`src/rtl/seg_pkg.sv`:
```
// Shared definitions for the seven-segment scanner: scan states, digit count
// and the active-low hex glyph table.
package seg_pkg;

  localparam int NUM_DIGITS = 4;

  localparam logic [6:0] SEG_BLANK = 7'h7F;
  localparam logic [3:0] AN_OFF    = 4'hF;

  // Segment order {g,f,e,d,c,b,a}, active-low; entry k is the glyph for hex k.
  localparam logic [15:0][6:0] GLYPH_TABLE = {
    7'h0E, 7'h06, 7'h21, 7'h46, 7'h03, 7'h08, 7'h10, 7'h00,
    7'h78, 7'h02, 7'h12, 7'h19, 7'h30, 7'h24, 7'h79, 7'h40
  };

  typedef enum logic [1:0] {
    ST_OFF   = 2'd0,
    ST_DRIVE = 2'd1,
    ST_GUARD = 2'd2
  } scan_state_t;

endpackage

```
`src/rtl/bcd.sv`:
```
// Hex nibble to active-low seven-segment glyph decoder.
module bcd
  import seg_pkg::*;
(
  input  logic [3:0] nibble,
  output logic [6:0] seg
);

  assign seg = GLYPH_TABLE[nibble];

endmodule

```
`src/rtl/seven_seg_scanner.sv`:
```
// Time-multiplexed four-digit seven-segment driver with guard gaps between
// digits, frame-synchronous data updates and leading-zero suppression.
module seven_seg_scanner
  import seg_pkg::*;
#(
  parameter int SCAN_DIV = 50000,
  parameter int GUARD    = 4
) (
  input  logic        clk,
  input  logic        rst_n,
  input  logic        en,
  input  logic [15:0] data,
  input  logic        load,
  input  logic [3:0]  blank,
  input  logic        lz_en,
  output logic [3:0]  an,
  output logic [6:0]  seg,
  output logic [1:0]  digit_idx,
  output logic        load_ack,
  output logic        frame_done
);

  localparam int CNT_MAX = (SCAN_DIV > GUARD) ? SCAN_DIV : GUARD;
  localparam int CNT_W   = (CNT_MAX > 2) ? $clog2(CNT_MAX) : 1;

  localparam logic [CNT_W-1:0] DRIVE_LAST = CNT_W'(SCAN_DIV - 1);
  localparam logic [CNT_W-1:0] GUARD_LAST = CNT_W'(GUARD - 1);
  localparam logic [CNT_W-1:0] CNT_ONE    = CNT_W'(1);

  scan_state_t      state, state_d;
  logic [CNT_W-1:0] cnt, cnt_d;
  logic [1:0]       digit, digit_d;
  logic             boundary;

  logic [15:0]      shadow, shadow_d;
  logic [15:0]      pending, pending_d;
  logic             pend, pend_d;

  logic [3:0]       nib_sel;
  logic [6:0]       glyph;
  logic [3:0]       lz_mask;
  logic             zero_above;
  logic             dark;
  logic [3:0]       an_d;
  logic [6:0]       seg_d;

  always_comb begin
    state_d  = state;
    cnt_d    = cnt;
    digit_d  = digit;
    boundary = 1'b0;
    if (!en) begin
      state_d = ST_OFF;
      cnt_d   = '0;
      digit_d = 2'd0;
    end else begin
      case (state)
        ST_OFF: begin
          state_d = ST_DRIVE;
          cnt_d   = '0;
          digit_d = 2'd0;
        end
        ST_DRIVE: begin
          if (cnt == DRIVE_LAST) begin
            state_d = ST_GUARD;
            cnt_d   = '0;
          end else begin
            cnt_d = cnt + CNT_ONE;
          end
        end
        ST_GUARD: begin
          if (cnt == GUARD_LAST) begin
            state_d  = ST_DRIVE;
            cnt_d    = '0;
            digit_d  = digit + 2'd1;
            boundary = (digit == 2'd3);
          end else begin
            cnt_d = cnt + CNT_ONE;
          end
        end
        default: begin
          state_d = ST_OFF;
          cnt_d   = '0;
          digit_d = 2'd0;
        end
      endcase
    end
  end

  // The shadow only moves at a frame boundary or while dark, so a frame is never torn.
  always_comb begin
    shadow_d  = shadow;
    pending_d = pending;
    pend_d    = pend;
    if (load) begin
      pending_d = data;
    end
    if (boundary) begin
      if (load) begin
        shadow_d = data;
      end else if (pend) begin
        shadow_d = pending;
      end
      pend_d = 1'b0;
    end else if (load) begin
      pend_d = 1'b1;
    end else if ((state == ST_OFF) && pend) begin
      shadow_d = pending;
      pend_d   = 1'b0;
    end
  end

  always_comb begin
    nib_sel = 4'h0;
    case (digit_d)
      2'd0: nib_sel = shadow_d[3:0];
      2'd1: nib_sel = shadow_d[7:4];
      2'd2: nib_sel = shadow_d[11:8];
      2'd3: nib_sel = shadow_d[15:12];
      default: nib_sel = 4'h0;
    endcase
  end

  bcd u_bcd (
    .nibble (nib_sel),
    .seg    (glyph)
  );

  // A digit is a leading zero when it and every more significant nibble are zero.
  always_comb begin
    lz_mask    = 4'b0000;
    zero_above = 1'b1;
    for (int k = NUM_DIGITS - 1; k >= 1; k--) begin
      zero_above = zero_above && (shadow_d[k*4 +: 4] == 4'h0);
      lz_mask[k] = zero_above;
    end
  end

  always_comb begin
    dark  = (state_d != ST_DRIVE) || blank[digit_d] || (lz_en && lz_mask[digit_d]);
    an_d  = AN_OFF;
    seg_d = SEG_BLANK;
    if (!dark) begin
      an_d  = ~(4'b0001 << digit_d);
      seg_d = glyph;
    end
  end

  always_ff @(posedge clk or negedge rst_n) begin
    if (!rst_n) begin
      state      <= ST_OFF;
      cnt        <= '0;
      digit      <= 2'd0;
      shadow     <= 16'h0000;
      pending    <= 16'h0000;
      pend       <= 1'b0;
      an         <= AN_OFF;
      seg        <= SEG_BLANK;
      load_ack   <= 1'b0;
      frame_done <= 1'b0;
    end else begin
      state      <= state_d;
      cnt        <= cnt_d;
      digit      <= digit_d;
      shadow     <= shadow_d;
      pending    <= pending_d;
      pend       <= pend_d;
      an         <= an_d;
      seg        <= seg_d;
      load_ack   <= load;
      frame_done <= boundary;
    end
  end

  assign digit_idx = digit;

endmodule

```
`config.mk`:
```
export PLATFORM = sky130hd
export DESIGN_NAME = seven_seg_scanner
export DESIGN_NICKNAME = d
export VERILOG_FILES = /design/src/rtl/seg_pkg.sv /design/src/rtl/bcd.sv /design/src/rtl/seven_seg_scanner.sv
export SDC_FILE = /design/constraint.sdc
export NUM_CORES = 1
export LEC_CHECK = 0
export BUFFER_PORTS_ARGS = -buffer_cell sky130_fd_sc_hd__buf_2
export CAP_MARGIN = 30
export CORE_MARGIN = 4
export CORE_UTILIZATION = 30
export CTS_CLUSTER_SIZE = 20
export DETAILED_ROUTE_END_ITERATION = 7
export SLEW_MARGIN = 10
export SYNTH_ARGS = -nofsm -noshare
export SYNTH_HDL_FRONTEND = slang
export SYNTH_HIERARCHICAL = 1
export SYNTH_SLANG_ARGS = --single-unit
```
`constraint.sdc`:
```
create_clock -name clk -period 8.9 [get_ports clk]
set_clock_uncertainty 0.2 [all_clocks]
set_input_delay 0.445 -clock clk [delete_from_list [all_inputs] [get_ports clk]]
set_output_delay 0.445 -clock clk [all_outputs]
set_load 0.01 [all_outputs]
```
Word-level counts from Yosys, hierarchy flattened
Memory sizes are Yosys's and may differ from the RTL's.
Cells that the tools add are included.
{"block": "classes", "muxes": 30, "add_sub_neg": 2, "magnitude_cmp": 2, "eq_ne": 9, "n_shift": 1, "reduce_logical": 12, "bitwise": 1}
{"cell": "2-to-1 mux 16 bit", "count": 8}
{"cell": "one-hot mux 16 bit (2 select lines)", "count": 1}
{"cell": "adder 16 x 1 -> 16 bit (second input constant)", "count": 1}
{"cell": "equality test 16 bit (second input constant)", "count": 1}
{"cell": "equality test 16 x 2 -> 1 bit (second input constant)", "count": 1}
{"cell": "one-hot mux 4 bit (4 select lines)", "count": 1}
{"cell": "2-to-1 mux 7 bit", "count": 2}
{"cell": "logical NOT 4 bit", "count": 3}
{"cell": "2-to-1 mux 2 bit", "count": 5}
{"cell": "equality test 2 bit (second input constant)", "count": 4}
{"cell": "2-to-1 mux 1 bit", "count": 8}
{"cell": "one-hot mux 2 bit (3 select lines)", "count": 1}
{"cell": "< comparator 4 x 5 -> 1 bit (second input constant)", "count": 1}
{"cell": "binary-select mux 1 bit (select 2 bit)", "count": 2}
{"cell": "equality test 2 x 1 -> 1 bit (second input constant)", "count": 2}
{"cell": "logical AND 1 bit", "count": 4}
{"cell": "logical NOT 2 bit", "count": 2}
{"cell": "2-to-1 mux 4 bit", "count": 1}
{"cell": "NOT 4 bit", "count": 1}
{"cell": "one-hot mux 2 bit (2 select lines)", "count": 1}
{"cell": "<< shifter 1 x 2 -> 4 bit (first input constant)", "count": 1}
{"cell": "< comparator 2 x 3 -> 1 bit (second input constant)", "count": 1}
{"cell": "nonzero test 3 bit", "count": 1}
{"cell": "adder 2 x 1 -> 2 bit (second input constant)", "count": 1}
{"cell": "2 further kinds", "count": 3}
{"block": "totals", "input_bits": 25, "regBits": 66, "mem_bits_ro": 112, "output_inout_bits": 15, "memories": 1}
{"memory": "(no name shown)", "depth": 16, "width": 7, "read_ports": 1, "rd_ports_with_merged_regs": 0, "wr": 0, "line": "bcd.sv:9", "text": "assign seg = GLYPH_TABLE[nibble];"}

Longest topological paths before layout
Gate-level depths: netlist of the first run.
{"block": "depth", "ltp_word": 13, "depth_mapped": 18}

Modules after synthesis
Netlist of the first run, hierarchy kept.
{"mod": "seven_seg_scanner", "area_per_inst_um2": 3743.6, "cells_each": 388, "n_inst": 1}
{"mod": "bcd", "area_per_inst_um2": 261.5, "cells_each": 31, "n_inst": 1}

Worst setup path before layout of the first run
OpenSTA, ideal clock, no wires.
{"block": "synth_timing", "kind": "register -> register", "startpoint": "register state[0]", "endpoint": "register seg[3]", "path_slack_ns": 4.952, "path_stages_with_launch": 17, "t_required_ns": 8.599, "arrival_time_ns": 3.648, "cell_sequence": "dfrtp_1 inv_1 ha_1 nor4b_1 nand4_1 or2_1 clkbuf_1 buf_4 mux2i_1 mux2i_1 o211ai_1 inv_1 ha_1 inv_1 mux4_1 a21oi_1 nand3_1"}
{"block": "synth_between", "word_cells_on_any_way": 36, "classes_between": "6 x eq/ne; 18 x mux; 11 x reduce/logical; 1 x memory"}
{"element": "start: declaration", "line": "seven_seg_scanner.sv:30", "text": "scan_state_t state, state_d;"}
{"element": "start signal: assignment", "line": "seven_seg_scanner.sv:162", "text": "state <= state_d;"}
{"element": "logical NOT 2 bit", "line": "seven_seg_scanner.sv:107", "text": "end else if ((state == ST_OFF) && pend) begin"}
{"element": "logical AND 1 bit", "line": "seven_seg_scanner.sv:107"}
{"element": "2-to-1 mux 16 bit", "line": "seven_seg_scanner.sv:107"}
{"element": "2-to-1 mux 16 bit", "line": "seven_seg_scanner.sv:105", "text": "end else if (load) begin"}
{"element": "2-to-1 mux 16 bit *", "line": "seven_seg_scanner.sv:98", "text": "if (boundary) begin"}
{"element": "via shadow_d[8]", "line": "seven_seg_scanner.sv:35", "text": "logic [15:0] shadow, shadow_d;"}
{"element": "one-hot mux 4 bit (4 select lines) *", "line": "seven_seg_scanner.sv:115", "text": "case (digit_d)"}
{"element": "via nib_sel[0]", "line": "seven_seg_scanner.sv:39", "text": "logic [3:0] nib_sel;"}
{"element": "memory (16 x 7 bit) *"}
{"element": "2-to-1 mux 7 bit (not written as such) *", "line": "bcd.sv:9"}
{"element": "via glyph[3]", "line": "seven_seg_scanner.sv:40", "text": "logic [6:0] glyph;"}
{"element": "2-to-1 mux 7 bit *", "line": "seven_seg_scanner.sv:143", "text": "if (!dark) begin"}
{"element": "via seg_d[3]", "line": "seven_seg_scanner.sv:45", "text": "logic [6:0] seg_d;"}
{"element": "end signal: assignment", "line": "seven_seg_scanner.sv:169", "text": "seg <= seg_d;"}
{"element": "end: declaration", "line": "seven_seg_scanner.sv:17", "text": "output logic [6:0] seg,"}
The timed path passes the listed nets; every way through them passes the cells marked *. The select of a mux whose other input is x is not followed.
A chain may end at the register's enable or synchronous reset.

Worst setup path in the final report of the first run
Same ends and word-level chain as after synthesis.

==> results.toml, run 1 <==
[synth]
synthArstFlopShare_pct = 100
avgSynthCellArea_sq_um = 9.56
ys_warn_count = 6
synth-edff-count = 0
ys_ff_latch = 66
synth_top_family_by_area = "simple AND/OR/NAND/NOR gates"
synth_compound_area_share_pct = 18.2
synthAdderAreaFrac_pct = 4.06
ys_types = 64
synth_xor_area_share_pct = 2.84
synthSimpleGateAreaFrac_pct = 18.4
synthFlopType = "dfrtp_1"
syn_area_sq_mm = 0.00401
synth.mux.area_fraction_pct = 10.2
ys_seq_area_share_pct = 41.6
syn-num-nets = 457
synthCells = 419

[clock_tree]
path_clk_slew_ps = 50
insertion_delay_ps = 330
cts_buffers = 9
cts_hold_buffers = 0
cts_tree = "yes"
cts_resized = 0
cts_sinks = 66
postCtsSetupRepairBufs = 0
htree_levels = 3
cts_buffer_depth = 2
cts-root-buf = "clkbuf_16"

[sta]
final.min_clock_period_ps = 4510
relSlewSlack_pct = 42.6
rsz0062_at_grt = "no"
clock.fmax_mhz = 222
worstMarginPinSlew_ps = 860
tns_ps = 0
hold_viol = 0
period_share_pct = 50.7
finalSetupViolCount = 0
final_max_slew_viol_count = 0
hold_ws_ps = 74.1

[floorplanning]
coreArea_sq_mm = 0.0128
die_height_um = 124
die-width_um = 124
row_count = 41
initial_utilization_pct = 31.2
die_area_sq_mm = 0.0153
pin_count = 40

[worst_setup_path]
worstPathArrival_ps = 4550
critPathRequiredTime_ps = 8930
r2r_cells = 15
start_kind = "register"
crit_path_max_fanout = 20
crit_type = "register to register"
worstSetupEndpointType = "register"

[routing]
drtAntennaViolNets = 0
viasPerCell = 5.13
firstDrtPassIters = 4
drt_iter0_drc = 165
vias = 3250
post_drt_wl_per_cell_um = 15.4
route.detailed.drc = 0
wl_um = 9770

[finish]
fin_nets = 495
layout_common_cells = "dfrtp_1 (55), nor2_1 (44), buf_2 (40)"
fill_cells = 1327
utilization_pct = 36.7
layout_commonest_cell = "dfrtp_1"
antenna_cells = 0
syn_to_final_growth_pct = 17.4
layout-drive-gt1-share_pct = 19.7

[global_routing]
groute.usage.overall_pct = 13.7
grt_pass1_wl_um = 16100
antenna_found_initial = 0
grt_pass1_vias = 3265
grt_max_degree = 67
overflow = 0

[placed_design]
port_buffers = 39
place.gp.congestion = 0.883
hpwl_um = 7020

[power_and_ir_drop]
powerDensity_mw_per_mm2 = 196
vdd.ir_drop.worst_mv = 0.0600
leakagePower_nw = 2.08

[run]
drv_cap = 0

[outcome]
status = "complete, no violations"

[min_path]
min_path_type = "primary input to async pin"
sequential cells by signal (all words and copies together) (netlist names):
signal      flops
state           2
digit_idx       2
pend            1
seg             7
an              4
pending        16
frame_done      1
shadow         16
cnt            16
load_ack        1
final timing paths:
check	start	to	slack, ps
min in group clk	data[2]	pending[2]	150
min reg2reg	cnt[0]	cnt[0]	260
min	rst_n	pending[14]	70
max in group asynchronous	rst_n	cnt[3]	7830
max	state[0]	seg[3]	4390
max reg2reg	state[0]	seg[3]	4390
through the flow:
| step | cells | setup WS [ps] | instance area [sq um] | power (mW) |
|---|---|---|---|---|
| 2_1_floorplan | 419 | 4950 | 4010 | 0.499 |
| 3_3_place_gp | 615 | 4240 | 4340 | 0.552 |
| 3_5_place_dp | 616 | 4210 | 4340 | 0.558 |
| 4_1_cts | 631 | 4200 | 4650 | 0.927 |
| 5_1_grt | 633 | 4010 | 4700 | 0.966 |
| 6_report | 633 | 4390 | 4700 | 0.920 |
synthesized netlist by cell type, drive strengths merged, types with 2 or more instances:
cell / instances / area [sq um]
dfrtp: 55 / 1380
nor2: 44 / 165
nand2: 36 / 135
mux2i: 35 / 350
a21oi: 32 / 160
o21ai: 26 / 130
inv: 25 / 93.8
ha: 13 / 163
nand3: 13 / 65.1
o21a: 12 / 90.1
clkbuf: 11 / 61.3
dfstp: 11 / 289
nand4: 10 / 62.6
nor4: 10 / 77.6
a211o: 7 / 62.6
a211oi: 7 / 65.1
xor2: 7 / 61.3
buf: 6 / 33.8
xnor2: 6 / 52.6
o211ai: 4 / 30.0
or3: 4 / 25.0
and3: 3 / 18.8
mux2: 3 / 33.8
nor4b: 3 / 26.3
or4: 3 / 30.0
and2: 2 / 13.8
and2b: 2 / 18.8
and4: 2 / 18.8
nor2b: 2 / 12.5
nor3: 2 / 10.0
o2111ai: 2 / 35.0
o31ai: 2 / 28.8
o41ai: 2 / 36.3
or2: 2 / 12.5
or4b: 2 / 23.8
power breakdown:
| group | leakage [nW] | internal [mW] | switching, mW |
|---|---|---|---|
| Combinational | 1.10 | 0.0842 | 0.116 |
| Clock | 0.152 | 0.238 | 0.126 |
| Sequential | 0.827 | 0.335 | 0.0219 |
critical path, cell delays in order, from the launching register on:
cell      delay [ps]
dfrtp_1          400
inv_1            110
ha_1             330
nor4b_1          440
nand4_1          240
or2_1            380
buf_16           200
mux2i_1          210
mux2i_1          130
o211ai_1         490
inv_1            210
ha_1             330
inv_1             50
mux4_1           470
a21oi_1          130
nand3_1           90
metal layers:
metal	vias up	global-route usage [%]	routed length (um)
li1	1584	-	-
met1	1575	18.1	4560
met2	74	21.8	4660
met3	17	1.42	269
met4	0	8.10	291
met5	-	0	0
cell families after synthesis:
| group | Yosys count |
|---|---|
| xor gates and xnor gates | 13 |
| buffers and inverters | 42 |
| muxes | 39 |
| adders and majority gates | 13 |
| DFF | 66 |
| AOI/OAI and AO/OA | 103 |
| and+or+nand+nor | 143 |
layout make-up:
cell class | count | area (sq um) | area share, %
Multi-Input combinational cell | 311 | 2150 | 45.8
Sequential cell | 66 | 1670 | 35.4
Clock buffer | 13 | 270 | 5.75
Timing Repair Buffer | 44 | 270 | 5.75
Tap cell | 172 | 215 | 4.58
Inverter | 25 | 93.8 | 2.00
Clock inverter | 2 | 35.0 | 0.745
(Power assumes the default switching activity.)
==> run 2, diff against run 1 <==
Clock period 8.9 ns to 3.95 ns, I/O delays scaled along.
==> run 2 against run 1 <==
Net effect: sequential share of layout area is 2.6 points lower; routed wire length increased by 4.6%; clock power rose by 120%; count of clock-buffer cells in the layout grew 1; critical path depth decreased by 1; via count grew 4.5%; setup slack worse by 4200 ps; die area is the same; fmax up 20%; hold slack worse by 31 ps; largest cell class unchanged; highest routed layer unchanged.
==> results.toml, run 2 (synthesis results as in run 1) <==
[worst_setup_path]
start_kind = "register"
crit_path_max_fanout = 5
crit_type = "register to register"
r2r_cells = 14
critical_path.top_delay_family = "compound AO/OA/AOI/OAI gates"
worstSetupEndpointType = "register"
critPathRequiredTime_ps = 3990
worstPathArrival_ps = 3790
r2r_end = "seg[3]"
critPathSlowestCell = "or4b_4"
slowest_delay_ps = 500
cp_common_cell = "inv_1"
cp_cell_sequence = "ha_4, or4b_4, o41ai_4, a211oi_2, buf_4, a21o_1, a211o_1, o211ai_1, inv_1, ha_1, inv_1, mux4_2, a21oi_1, nand3_1"
r2r_start = "cnt[0]"
path_buf_inv = 3
worst-r2r-setup-slack_ps = 190

[clock_tree]
htree_levels = 3
cts_sinks = 66
cts_tree = "yes"
cts_buffer_depth = 2
path_clk_slew_ps = 50
insertion_delay_ps = 340
cts-root-buf = "clkbuf_16"
cts_buffers = 9

[routing]
firstDrtPassIters = 4
drt_iter0_drc = 149
vias = 3396
wl_um = 10200
viasPerCell = 4.99
drtAntennaViolNets = 0
route.detailed.drc = 0
post_drt_wl_per_cell_um = 15.0

[finish]
top_regs = "cnt (16), pending (16), shadow (16)"
layout-drive-gt1-share_pct = 23.4
syn_to_final_growth_pct = 26.8
regArea_sq_mm = 0.00167
fin_nets = 541
layout_commonest_cell = "dfrtp_1"
layout_common_cells = "dfrtp_1 (55), nor2_1 (44), buf_2 (39)"
antenna_cells = 0
multi_input_area_sq_mm = 0.00217
fill_cells = 1288

[floorplanning]
die_area_sq_mm = 0.0153
pin_count = 40
die-width_um = 124
coreArea_sq_mm = 0.0128
die_height_um = 124
initial_utilization_pct = 31.2
row_count = 41

[sta]
final.min_clock_period_ps = 3760
clock.fmax_mhz = 266
worstMarginPinSlew_ps = 670
final_max_slew_viol_count = 0
hold_ws_ps = 42.8
relSlewSlack_pct = 54.9
period_share_pct = 95.1
rsz0062_at_grt = "no"
tns_ps = 0
finalSetupViolCount = 0
hold_viol = 0

[placed_design]
port_buffers = 39
place.gp.congestion = 0.882
hpwl_um = 7490

[outcome]
status = "complete, no violations"

[min_path]
min_path_type = "primary input to register"
min_delay_path_depth = 3
holdPathEnd = "an[1]"
min_from = "en"

[global_routing]
overflow = 0
antenna_found_initial = 0
grt_max_degree = 43
grt_pass1_vias = 3454
grt_pass1_wl_um = 16900
groute.usage.overall_pct = 14.1

[power_and_ir_drop]
powerDensity_mw_per_mm2 = 413
vdd.ir_drop.worst_mv = 0.178
leakagePower_nw = 2.26

[run]
drv_cap = 0
[run 2: changes by cell type in the layout (fill, tap and decap cells not counted), moves of 2 or more]
cell / before / now
buf_16: 2 / 0
buf_4: 2 / 29
clkbuf_1: 1 / 3
dlygate4sd3_1: 0 / 22
[run 2: final cells by class]
cell class	instances	area share [%]
Sequential cell	66	32.8
Timing Repair Buffer	90	12.5
Clock inverter	2	0.690
Tap cell	172	4.24
Inverter	25	1.85
Clock buffer	14	5.20
Multi-Input combinational cell	311	42.8
[run 2: worst reg2reg max path, stage by stage (launching register included)]
cell and delay, ps:
dfrtp_1 400, ha_4 160, or4b_4 500, o41ai_4 420, a211oi_2 130, buf_4 160, a21o_1 180, a211o_1 240
o211ai_1 140, inv_1 140, ha_1 290, inv_1 50, mux4_2 440, a21oi_1 130, nand3_1 90
[run 2: per-layer routing]
layer  part of all wire (%)  track usage [%]  up-vias
met2                     50             23.9       48
met3                    2.8             2.42       13
met1                     46             17.9     1666
met4                    1.5             5.40        0
li1                       -                -     1669
met5                      0                0        -
[run 2: stage by stage]
stage | std cells | util, % | setup WS (ps) | total power [mW] | cell area, sq um
after CTS | 674 | 39.1 | 13.0 | 2.11 | 5010
final | 680 | 39.6 | 195 | 2.10 | 5080
after floorplan | 419 | - | 1.61 | 1.12 | 4010
after global placement | 636 | 35.0 | 166 | 1.26 | 4490
after global routing | 680 | 39.6 | 34.6 | 2.20 | 5080
after detailed placement | 636 | 35.0 | 22.1 | 1.28 | 4490
[run 2: repair_timing]
| action | 4_1_cts | 5_1_grt |
|---|---|---|
| endpoints found under the setup margin | 0 | 5 |
| endpoints found under the hold margin | 41 | 0 |
| resized for setup | 0 | 6 |
| buffers inserted | 0 | 6 |
| hold buffers | 22 | 0 |
[run 2: where the power goes]
part	internal (mW)	total [mW]	switching, mW
clock network	0.522	0.805	0.283
registers	0.754	0.802	0.0485
logic	0.218	0.490	0.272
[run 2: worst max path at each step]
stage / to / slack [ps] / cells after the start / from
after detailed placement: seg[3] / 20 / 14 / cnt[0]
after global routing: seg[5] / 30 / 12 / cnt[0]
after CTS: seg[3] / 10 / 14 / cnt[0]
after floorplan: seg[3] / 2 / 16 / state[0]
after global placement: seg[3] / 170 / 14 / cnt[0]
final: seg[3] / 190 / 14 / cnt[0]
==> run 3, diff against run 2 <==
Settings changed: SYNTH_HIERARCHICAL 1 to unset.
Clock period 3.95 ns to 3.8 ns, I/O delays scaled along.
==> run 3 against run 2 <==
Net effect: flip-flop and latch count unchanged; final area down 3.0%; hold slack worse by 27 ps; global-route usage up 0.22 points; fmax up 8.5%; sequential power up 4.4%; area after synthesis up 1.1%; highest routed layer unchanged.
==> results.toml, run 3 <==
[power_and_ir_drop]
powerDensity_mw_per_mm2 = 450
leakagePower_nw = 2.21
comb_power_share_pct = 21.7
power_frac_clock_pct = 40.5
vdd.ir_drop.worst_mv = 0.173
seq_power_share_pct = 37.7
swShare_pct = 28.7
p_int_mw = 1.58
power.switching_mw = 0.637
finalPower_mw = 2.22

[sta]
period_share_pct = 91.0
tns_ps = 0
finalSetupViolCount = 0
clock.fmax_mhz = 289
worstMarginPinSlew_ps = 580
relSlewSlack_pct = 61.3
rsz0062_at_grt = "no"
hold_viol = 0
final_max_slew_viol_count = 0
final.min_clock_period_ps = 3460
timing.final.ws_setup_ps = 340

[clock_tree]
cts_buffer_depth = 2
cts_buffers = 9
cts-root-buf = "clkbuf_16"
insertion_delay_ps = 340
cts_resized = 0
postCtsSetupRepairBufs = 0
path_clk_slew_ps = 50
cts_sinks = 66
cts_tree = "yes"
htree_levels = 3

[finish]
layout_common_cells = "dfrtp_1 (55), nand2_1 (43), nor2_1 (40)"
utilization_pct = 37.2
syn_to_final_growth_pct = 21.7
layout_commonest_cell = "dfrtp_1"
fin_area_sq_mm = 0.00493
layout-drive-gt1-share_pct = 21.1
top_regs = "cnt (16), pending (16), shadow (16)"
antenna_cells = 0
fin_nets = 521

[routing]
drtAntennaViolNets = 0
wl_um = 10300
drt_iter0_drc = 168
viasPerCell = 4.99
firstDrtPassIters = 4
vias = 3319
route.detailed.drc = 0
post_drt_wl_per_cell_um = 15.5

[synth]
synth_area_leaders = "dfrtp_1 (34%), dfstp_2 (7.1%), mux2i_1 (5.7%), nand2_1 (4.0%), ha_1 (3.7%)"
ys_types = 67
ys_seq_area_share_pct = 41.1
ys_ff_latch = 66
synthSimpleGateAreaFrac_pct = 18.6
synthTopCellsByCount = "dfrtp_1 (55), nand2_1 (43), nor2_1 (40), inv_1 (30), mux2i_1 (23)"
synth_compound_area_share_pct = 18.9
avgSynthCellArea_sq_um = 9.53
synth.mux.area_fraction_pct = 8.56
synthFlopType = "dfrtp_1"
syn-num-nets = 462
synthArstFlopShare_pct = 100
synth_most_common_cell = "dfrtp_1"
synthAdderAreaFrac_pct = 3.71
synth-edff-count = 0
synth_top_area_cell = "dfrtp_1"
synthCells = 425
synth_xor_area_share_pct = 3.03
ys_warn_count = 0
synth_top_family_by_area = "compound AO/OA/AOI/OAI gates"
synth_top_area_share_pct = 34.0
syn_area_sq_mm = 0.00405

[global_routing]
grt_max_degree = 43
overflow = 0
grt_pass1_vias = 3430
grt_pass1_wl_um = 17200
groute.usage.overall_pct = 14.3
antenna_found_initial = 0

[floorplanning]
die-width_um = 124
pin_count = 40
row_count = 42
coreArea_sq_mm = 0.0132
die_height_um = 124
die_area_sq_mm = 0.0154
initial_utilization_pct = 30.6

[worst_setup_path]
crit_path_max_fanout = 22
critPathRequiredTime_ps = 3840
slowest_delay_ps = 360
worstPathArrival_ps = 3500
start_kind = "register"
cp_common_cell = "ha_1"
critPathSlowestCell = "dfrtp_1"
cp_cell_sequence = "ha_1, nor4b_4, and4_4, nand2_4, mux2i_4, o32ai_1, a31o_1, inv_1, ha_1, a21boi_1, o21ai_1, o311ai_1"
r2r_start = "cnt[0]"
crit_type = "register to register"
worstSetupEndpointType = "register"
startpoint = "cnt[0]"

[min_path]
min_from = "load"
min_path_type = "primary input to register"

[placed_design]
place.gp.congestion = 0.884
port_buffers = 39
hpwl_um = 7620
dp_slack_ps = 351
dpl_cell_area_sq_mm = 0.00442

[run]
drv_cap = 0

[outcome]
status = "complete, no violations"
==> run 3: cell types whose count changed after synthesis, sizes merged, moves of 8 or more <==
cell	before	now
a21oi	32	22
buf	6	16
nand2	36	46
mux2i	35	26
and3	3	11
==> run 3: kinds of logic (layout without fill, tap and decap cells) <==
| group | count (synthesis) | count (layout) |
|---|---|---|
| buf+inv | 52 | 116 |
| flops | 66 | 66 |
| compound gates | 106 | 106 |
| simple gates | 145 | 145 |
| xor+xnor | 14 | 14 |
| fa+ha+maj | 12 | 12 |
| mux | 30 | 30 |
==> run 3: worst paths after layout <==
path	slack, ps	endpoint	cells after the start
min reg2reg	250	cnt[0]	1
max reg2reg	340	seg[3]	12
max in group asynchronous	2250	shadow[5]	3
min	20	pending[3]	2
min in group asynchronous	180	cnt[7]	2
max	340	seg[3]	12
==> run 3: final cells by class <==
cell class | count | area, sq um
clock buffers | 11 | 243
inverters | 32 | 121
flip-flops and latches | 66 | 1670
clock inverters | 5 | 77.6
well taps | 176 | 220
fillers | 1339 | 8320
repair buffers | 68 | 460
multi-input cells | 307 | 2140
==> run 3: power by group through the flow <==
| stage | Clock, mW | Combinational [mW] | Sequential, mW |
|---|---|---|---|
| floorplan | 0 | 0.338 | 0.839 |
| global placement | 0 | 0.470 | 0.846 |
| detailed placement | 0 | 0.470 | 0.847 |
| CTS | 0.924 | 0.488 | 0.836 |
| global route | 0.944 | 0.537 | 0.849 |
| finish | 0.899 | 0.482 | 0.837 |
==> run 3: metrics by stage <==
stage | hold WS, ps | instances
6_report | 15.5 | 665
5_1_grt | 42.8 | 665
4_1_cts | 10.6 | 665
3_5_place_dp | 25.9 | 630
3_3_place_gp | 21.6 | 630
2_1_floorplan | -306 | 425
==> run 3: routing by layer <==
metal  GRT usage (%)  up-vias  routed length, um
met5               0        -                  0
met4            7.80        0                300
met3            2.36       22                311
met2            21.7       58               4620
met1            19.5     1605               5050
li1                -     1634                  -
==> run 3: what timing repair did <==
item,in CTS,in global routing
endpoints found under the hold margin,40,0
setup endpoints to repair,0,0
hold buffers,19,0
==> run 3: critical path, delay by kind of cell (launching register included) <==
family	cells	cell delay (ps)
adder cells (fa/ha/maj)	2	470
flip-flops	1	360
AND/OR/NAND/NOR	3	860
AO/OA/AOI/OAI	5	1070
multiplexers	1	280
buffers and inverters	1	120
